===== config.mk =====
export PLATFORM = sky130hd
export DESIGN_NAME = rf_probe_scan_flat
export DESIGN_NICKNAME = d
export VERILOG_FILES = /design/src/rtl/rf_probe_scan_if.sv /design/src/rtl/rf_probe_scan.sv /design/src/flat_wrapper.sv
export SDC_FILE = /design/constraint.sdc
export NUM_CORES = 1
export LEC_CHECK = 0
export ABC_AREA = 1
export CAP_MARGIN = 20
export CORE_MARGIN = 1.5
export CORE_UTILIZATION = 40
export DETAILED_ROUTE_END_ITERATION = 7
export GPL_TIMING_DRIVEN = 0
export PLACE_DENSITY = 0.69
export SYNTH_ARGS = -nofsm -noshare
export SYNTH_HDL_FRONTEND = slang
export SYNTH_SLANG_ARGS = --single-unit

===== constraint.sdc =====
create_clock -name clk -period 2.4 [get_ports clk]
set_input_delay 0.48 -clock clk [delete_from_list [all_inputs] [get_ports clk]]
set_output_delay 0.48 -clock clk [all_outputs]
set_load 0.005 [all_outputs]

===== src/rtl/rf_probe_scan_if.sv =====
// Handshake and probe bus between the debug controller, rf_probe_scan and the register file probe port.
interface rf_probe_scan_if;
    logic        start;
    logic        abort;
    logic [4:0]  first_addr;
    logic [4:0]  last_addr;
    logic        busy;
    logic        done;
    logic [4:0]  ahb_rf_addr;
    logic [31:0] ahb_rf_data;
    logic        out_valid;
    logic        out_ready;
    logic [4:0]  out_addr;
    logic [31:0] out_data;

    modport slave (
        input  start, abort, first_addr, last_addr, ahb_rf_data, out_ready,
        output busy, done, ahb_rf_addr, out_valid, out_addr, out_data
    );

    modport master (
        output start, abort, first_addr, last_addr, ahb_rf_data, out_ready,
        input  busy, done, ahb_rf_addr, out_valid, out_addr, out_data
    );
endinterface


===== src/rtl/rf_probe_scan.sv =====
// Streams a contiguous (wrapping) range of the 32 integer registers from the probe port
// as (index, value) beats, hiding the port's one-cycle read latency behind a 2-entry FIFO.
module rf_probe_scan (
    input  logic          clk,
    input  logic          rstn,
    rf_probe_scan_if.slave bus
);
    localparam logic [1:0] S_IDLE  = 2'd0;
    localparam logic [1:0] S_SCAN  = 2'd1;
    localparam logic [1:0] S_DRAIN = 2'd2;

    logic [1:0]        state_q, state_d;
    logic [4:0]        ptr_q, ptr_d;
    logic [5:0]        rem_q, rem_d;
    logic              infl_q, infl_d;
    logic [4:0]        infl_idx_q, infl_idx_d;
    logic              done_q, done_d;

    logic [1:0][4:0]   fifo_addr_q;
    logic [1:0][31:0]  fifo_data_q;
    logic              rd_q, rd_d;
    logic              wr_q, wr_d;
    logic [1:0]        cnt_q, cnt_d;

    logic [5:0]        len;
    logic [2:0]        occ;
    logic              out_valid;
    logic              push, pop, issue_en;

    assign len       = {1'b0, bus.last_addr - bus.first_addr} + 6'd1;
    assign out_valid = (cnt_q != 2'd0);
    assign pop       = out_valid & bus.out_ready;
    assign push      = infl_q;
    assign occ       = {1'b0, cnt_q} + {2'b00, infl_q};

    // A slot freed by this cycle's pop is reusable by the read issued now: it lands a cycle later.
    assign issue_en  = (state_q == S_SCAN) && !bus.abort &&
                       ((occ < 3'd2) || ((occ == 3'd2) && pop));

    always_comb begin
        state_d = state_q;
        ptr_d   = ptr_q;
        rem_d   = rem_q;
        done_d  = 1'b0;
        case (state_q)
            S_IDLE: begin
                if (bus.start) begin
                    ptr_d   = bus.first_addr;
                    rem_d   = len;
                    state_d = S_SCAN;
                end
            end
            S_SCAN: begin
                if (issue_en) begin
                    ptr_d = ptr_q + 5'd1;
                    rem_d = rem_q - 6'd1;
                    if (rem_q == 6'd1) state_d = S_DRAIN;
                end
            end
            S_DRAIN: begin
                if (!infl_q && (cnt_q == 2'd1) && pop) begin
                    state_d = S_IDLE;
                    done_d  = 1'b1;
                end
            end
            default: state_d = S_IDLE;
        endcase
        if (bus.abort) begin
            state_d = S_IDLE;
            done_d  = 1'b0;
        end
    end

    always_comb begin
        infl_d     = issue_en;
        infl_idx_d = ptr_q;
        cnt_d      = cnt_q + {1'b0, push} - {1'b0, pop};
        wr_d       = wr_q ^ push;
        rd_d       = rd_q ^ pop;
        if (bus.abort) begin
            infl_d = 1'b0;
            cnt_d  = 2'd0;
            wr_d   = 1'b0;
            rd_d   = 1'b0;
        end
    end

    always_ff @(posedge clk) begin
        if (!rstn) begin
            state_q     <= S_IDLE;
            ptr_q       <= 5'd0;
            rem_q       <= 6'd0;
            infl_q      <= 1'b0;
            infl_idx_q  <= 5'd0;
            done_q      <= 1'b0;
            rd_q        <= 1'b0;
            wr_q        <= 1'b0;
            cnt_q       <= 2'd0;
            fifo_addr_q <= '0;
            fifo_data_q <= '0;
        end else begin
            state_q    <= state_d;
            ptr_q      <= ptr_d;
            rem_q      <= rem_d;
            infl_q     <= infl_d;
            infl_idx_q <= infl_idx_d;
            done_q     <= done_d;
            rd_q       <= rd_d;
            wr_q       <= wr_d;
            cnt_q      <= cnt_d;
            if (push) begin
                fifo_addr_q[wr_q] <= infl_idx_q;
                fifo_data_q[wr_q] <= bus.ahb_rf_data;
            end
        end
    end

    assign bus.busy        = (state_q != S_IDLE);
    assign bus.done        = done_q;
    assign bus.ahb_rf_addr = ptr_q;
    assign bus.out_valid   = out_valid;
    // Stale entries stay hidden once the FIFO is emptied by abort or a final pop.
    assign bus.out_addr    = out_valid ? fifo_addr_q[rd_q] : 5'd0;
    assign bus.out_data    = out_valid ? fifo_data_q[rd_q] : 32'd0;
endmodule


===== src/flat_wrapper.sv =====
// flat-port wrapper written by rule: the top's interface ports become plain ports
module rf_probe_scan_flat 
  (clk, rstn, bus_start, bus_abort, bus_first_addr, bus_last_addr, bus_ahb_rf_data, bus_out_ready, bus_busy, bus_done, bus_ahb_rf_addr, bus_out_valid, bus_out_addr, bus_out_data);
  rf_probe_scan_if bus_i ();
  input  logic clk;
  input  logic rstn;
  input wire logic [$bits(bus_i.start)-1:0] bus_start;
  input wire logic [$bits(bus_i.abort)-1:0] bus_abort;
  input wire logic [$bits(bus_i.first_addr)-1:0] bus_first_addr;
  input wire logic [$bits(bus_i.last_addr)-1:0] bus_last_addr;
  input wire logic [$bits(bus_i.ahb_rf_data)-1:0] bus_ahb_rf_data;
  input wire logic [$bits(bus_i.out_ready)-1:0] bus_out_ready;
  output wire logic [$bits(bus_i.busy)-1:0] bus_busy;
  output wire logic [$bits(bus_i.done)-1:0] bus_done;
  output wire logic [$bits(bus_i.ahb_rf_addr)-1:0] bus_ahb_rf_addr;
  output wire logic [$bits(bus_i.out_valid)-1:0] bus_out_valid;
  output wire logic [$bits(bus_i.out_addr)-1:0] bus_out_addr;
  output wire logic [$bits(bus_i.out_data)-1:0] bus_out_data;
  assign bus_i.start = bus_start;
  assign bus_i.abort = bus_abort;
  assign bus_i.first_addr = bus_first_addr;
  assign bus_i.last_addr = bus_last_addr;
  assign bus_i.ahb_rf_data = bus_ahb_rf_data;
  assign bus_i.out_ready = bus_out_ready;
  assign bus_busy = bus_i.busy;
  assign bus_done = bus_i.done;
  assign bus_ahb_rf_addr = bus_i.ahb_rf_addr;
  assign bus_out_valid = bus_i.out_valid;
  assign bus_out_addr = bus_i.out_addr;
  assign bus_out_data = bus_i.out_data;
  rf_probe_scan u_core (.clk(clk), .rstn(rstn), .bus(bus_i));
endmodule

==> flow_summary.json <==
{
  "status": "complete, no violations",
  "synth_seq_area_share_pct": 43.1,
  "synth_cells": 666,
  "drtPass1Iterations": 5,
  "grt_pass1_vias": 4387,
  "rsz0062_at_grt": "no",
  "drt_iter0_drc": 354,
  "p_per_area_nw_per_um2": 585,
  "n_antenna_cell": 0,
  "grt_use_met1_pct": 27.6,
  "period_share_pct": 96.4,
  "wirelength_um": 12400,
  "io_buffers": 91,
  "dieArea_um2": 12000,
  "cts.path.max_buffers": 2,
  "layout.core_utilization_pct": 54.7,
  "avgSynthCellArea_um2": 6.84,
  "peakVddDrop_v": 0.000315,
  "ys_top_cells_by_count": "nor2_1 (168), nand2_1 (122), dfxtp_1 (98), o21ai_0 (86), a21oi_1 (53)",
  "worst-setup-path-type": "flip-flop to output pin",
  "cp.arrival_ns": 1.83,
  "finalInstanceArea_um2": 6010,
  "wl_per_cell_um": 13.6,
  "cts_root_buffer": "clkbuf_16",
  "synth_top_area_share_pct": 43.1,
  "drc": 0,
  "finalNetCount": 830,
  "layout_setup_ws_ns": 0.0866,
  "busiest_layer": "met2",
  "ant_nets": 0,
  "vias": 4646,
  "min_period_ns": 2.31,
  "initial_utilization_pct": 41.5,
  "dp_hpwl_um": 8850,
  "antenna_found_initial": 0,
  "ys_ff_latch": 98,
  "place_area_um2": 5640,
  "synthTopCellsByArea": "dfxtp_1 (43%), nor2_1 (14%), nand2_1 (10%)",
  "timing.fmax_mhz": 432,
  "die_h_um": 110,
  "syn-num-nets": 729,
  "yosysTopAreaCell": "dfxtp_1",
  "synth_edf_count": 0,
  "final.setup.tns_ns": 0,
  "min_path_type": "flip-flop to flip-flop",
  "fill_cells": 1060,
  "yosys.cell_count.top_type": "nor2_1",
  "insertion_delay_ns": 0.35,
  "tightest_slew_ns": 0.527,
  "row_count": 38,
  "grtUsageTotal_pct": 21.4,
  "drive_above_1_share_pct": 7.25,
  "grt_pass1_wl_um": 20200,
  "cts_sinks": 98,
  "hold_slack_ns": 0.442,
  "synthDistinctLibCells": 28,
  "grtUsageMet3_pct": 3.50,
  "slew_viol_final": 0,
  "place_ws_ns": -0.167,
  "boundaryPins": 92,
  "die_x_um": 110,
  "cts_max_level": 3,
  "cts_buffers": 9,
  "use_met2_pct": 36.1,
  "cp-end-kind": "output pin",
  "p_leak_uw": 0.00255,
  "cap_violations": 0,
  "ys.flop_type": "dfxtp_1",
  "grt-ovfl-total": 0,
  "synthToLayoutAreaGrowth_pct": 31.9,
  "via_per_inst": 5.09,
  "syn_area_um2": 4550,
  "start_kind": "flip-flop",
  "yosysWarningCount": 0,
  "hold_violations": 0,
  "gp_congestion": 0.859,
  "tritoncts": "done",
  "grt_max_degree": 19,
  "async_flop_share_pct": 0,
  "setup_viol": 0,
  "relSlewSlack_pct": 64.9,
  "cp.required_ns": 1.92,
  "skew_ns": 0.00864,
  "coreArea_um2": 11000,
  "path_clk_slew_ns": 0.07,
  "path_max_fanout": 10
}
[registers in the layout, summed over array words and instances, names as in the netlist]
name,count
u_core.infl_idx_q,5
u_core.bus.ahb_rf_addr,5
u_core.fifo_data_q,64
u_core.rem_q,6
u_core.wr_q,1
u_core.fifo_addr_q,10
u_core.state_q,2
u_core.infl_q,1
u_core.cnt_q,2
u_core.bus.done,1
u_core.rd_q,1
[area by class of cell]
type | count | area, µm² | share of cell area [%]
well taps | 140 | 175 | 2.92
inverters | 41 | 156 | 2.60
clock buffers | 10 | 239 | 3.98
repair buffers | 91 | 913 | 15.2
multi-input cells | 490 | 2310 | 38.5
flip-flops and latches | 98 | 1970 | 32.8
clock inverters | 6 | 55.1 | 0.916
plain buffers | 36 | 190 | 3.17
[worst paths after layout]
path / from / end / slack, ns / depth (start not counted)
worst max-delay path: u_core.cnt_q[0] / bus_out_data[23] / 0.09 / 5
worst min register to register: u_core.bus.ahb_rf_addr[4] / u_core.infl_idx_q[4] / 0.44 / 2
worst min-delay path: u_core.bus.ahb_rf_addr[4] / u_core.infl_idx_q[4] / 0.44 / 2
worst max register to register: u_core.infl_q / u_core.bus.ahb_rf_addr[3] / 0.51 / 12
[timing repair]
action,4_1_cts,5_1_grt
gates resized for setup,24,11
hold buffers,0,0
buffers inserted,0,0
endpoints found under the setup margin,38,31
cloned,0,0
[where the power goes]
group	internal, µW	switching (µW)
Combinational	178	203
Clock	754	676
Sequential	1670	34.1
Total	2600	913
[cells by family after synthesis]
logic type                 count (synthesis)  share of synthesized area, %
DFF                                       98                          43.1
AOI/OAI and AO/OA                        146                          16.4
and+or+nand+nor                          323                          28.3
adders and majority gates                 16                          4.56
buffers and inverters                     78                          6.68
xor gates and xnor gates                   5                         0.962
[stage by stage]
| stage | std cells | power [µW] |
|---|---|---|
| after global placement | 897 | 2110 |
| after detailed placement | 897 | 2120 |
| after floorplan | 666 | 1940 |
| after global routing | 912 | 3650 |
| after CTS | 913 | 3530 |
| final | 912 | 3510 |
[critical path, stage by stage (launching register included)]
cell	delay (ns)
dfxtp_2	0.38
nor2_4	0.06
buf_4	0.18
buf_4	0.19
a21oi_1	0.15
clkdlybuf4s50_1	0.52
[metal layers]
| metal | part of all wire, % | vias up |
|---|---|---|
| li1 | - | 2330 |
| met1 | 45 | 2153 |
| met2 | 47 | 145 |
| met3 | 5.5 | 18 |
| met4 | 1.7 | 0 |
| met5 | 0 | - |
[cells in the final DEF, fill, tap and decap left out, types with 3 or more instances in the layout]
cell and count:
inv_1 34, nand3_1 18, ha_1 15, clkdlybuf4s50_1 90, a21oi_2 6, clkbuf_16 9
inv_6 3, dfxtp_1 95, nand2_2 3, a21oi_1 47, buf_4 3, nand2_1 122
buf_1 4, o21ai_0 86, clkbuf_8 3, o21ai_1 4, xor2_1 3, inv_2 6
clkbuf_1 20, nor2_1 168
Power figures use the tool's default switching activity.
==> RTL change, RTL diff (config.mk and constraints unchanged) <==
Make the reset (`rstn`) asynchronous in one clocked block.
--- a/src/rtl/rf_probe_scan.sv
+++ b/src/rtl/rf_probe_scan.sv
@@ -86,5 +86,5 @@
     end
 
-    always_ff @(posedge clk) begin
+    always_ff @(posedge clk or negedge rstn) begin
         if (!rstn) begin
             state_q     <= S_IDLE;
Behaviour: differs if rstn is asserted again (counterexample within 4 cycles, from zero or initial values and one cycle with rstn low); with rstn held inactive, the same outputs for 10 cycles.
==> RTL change against the unedited design <==
Non-clock buffer count down 5. Count of clock-buffer cells in the layout unchanged. Synthesized area is 6.6% higher. Sequential share of layout area is 5.5 points higher. Sequential cell count is the same. Cell area rose by 6.6%. Routed wire length shrank 10%. Setup slack got worse by 0.013 ns. Synthesized cell count decreased by 21%. Critical path type unchanged. Critical endpoint is now bus_out_data[2].
Power is not compared: it rests on default switching activity, and its combinational part moved more than twofold at a synthesized area within 25%.
==> RTL change: results (changes against the unedited design) <==
detailed_routing:
  vias_per_cell: 4.95  # was 5.09
  drt_iter0_markers: 277  # was 354
worst_setup_path:
  r2r_end: "u_core.rem_q[0]"  # was u_core.bus.ahb_rf_addr[3]
  cp-endpoint: "bus_out_data[2]"  # was bus_out_data[23]
  reg2reg_from: "u_core.cnt_q[0]"  # was u_core.infl_q
  cp.arrival_ns: 1.85  # was 1.83 ns
  r2r_cells: 14  # was 12
  startpoint: "u_core.cnt_q[1]"  # was u_core.cnt_q[0]
  slowest_delay_ns: 0.56  # was 0.52 ns
sta:
  tightestPinTransition_ns: 0.516  # was 0.527 ns
  fin_skew_ns: 0.00469  # was 0.00864 ns
  layout_setup_ws_ns: 0.0734  # was 0.0866 ns
hold_path:
  hp-class: "primary input to async pin"  # was flip-flop to flip-flop
place:
  dpl_cell_area_mm2: 0.00596  # was 0.00564 mm2
  dp_cells: 765  # was 897
  port-buffer-count: 90  # was 91
  pre_cts_slack_ns: -0.0822  # was -0.167 ns
  gp_congestion: 0.786  # was 0.859
synth:
  synth-main-ff-cell: "dfrtp_1"  # was dfxtp_1
  synth.net_count: 590  # was 729
  ys_top_cells_by_area: "dfrtp_1 51%, o21ai_0 8.7%, mux2_2 8.6%"  # was dfxtp_1 43%, nor2_1 14%, nand2_1 10%
  synth_cell_types: 32  # was 28
grt:
  grt_max_degree: 62  # was 19
  first_global_vias: 3970  # was 4387
finish:
  num-nets-final: 696  # was 830
outcome:
  status: "completed"  # unchanged
RTL change: cell count changes after synthesis, sizes merged, moves of 4 or more:
cell,change
nor2,-143
dfrtp,+98
dfxtp,-98
nand2,-43
mux2,+37
inv,+30
a21oi,-8
clkbuf,-8
nand3,-4
RTL change: power groups by stage:
| stage | Combinational (mW) | Clock [mW] | Sequential, mW |
|---|---|---|---|
| floorplan | 1.51 | 0 | 2.69 |
| global placement | 2.46 | 0 | 2.76 |
| detailed placement | 2.54 | 0 | 2.79 |
| CTS | 2.58 | 1.68 | 2.76 |
| global route | 2.88 | 1.74 | 2.87 |
| finish | 2.56 | 1.65 | 2.76 |
RTL change: per-layer routing:
| metal | vias up | track usage [%] | share of wire [%] |
|---|---|---|---|
| li1 | 1933 | - | - |
| met1 | 1840 | 24.2 | 46 |
| met2 | 90 | 30.3 | 48 |
| met3 | 14 | 2.79 | 4.5 |
| met4 | 0 | 6.92 | 1.3 |
| met5 | - | 0 | 0 |
RTL change: cell type report:
type / instances / area, um2 / area share, %
Clock buffer: 10 / 239 / 3.73
Sequential cell: 98 / 2450 / 38.3
Inverter: 71 / 267 / 4.16
Timing Repair Buffer: 95 / 975 / 15.2
Tap cell: 147 / 184 / 2.87
Buffer: 27 / 176 / 2.75
Multi-Input combinational cell: 331 / 2010 / 31.4
Clock inverter: 5 / 103 / 1.60
RTL change: timing repair:
item                                    in CTS  in global routing
gates resized for setup                     27                 25
gates cloned                                 0                  0
endpoints found under the setup margin      38                 25
buffers inserted                             2                  2
RTL change: cells by family (layout without fill, tap and decap cells):
group	after synthesis	after routing	synth area share, %
muxes	37	37	8.58
adders and majority gates	16	16	4.28
DFF	98	98	50.5
AOI/OAI and AO/OA	138	138	15.0
buffers and inverters	98	208	8.12
and+or+nand+nor	135	135	12.6
xor gates and xnor gates	5	5	0.902
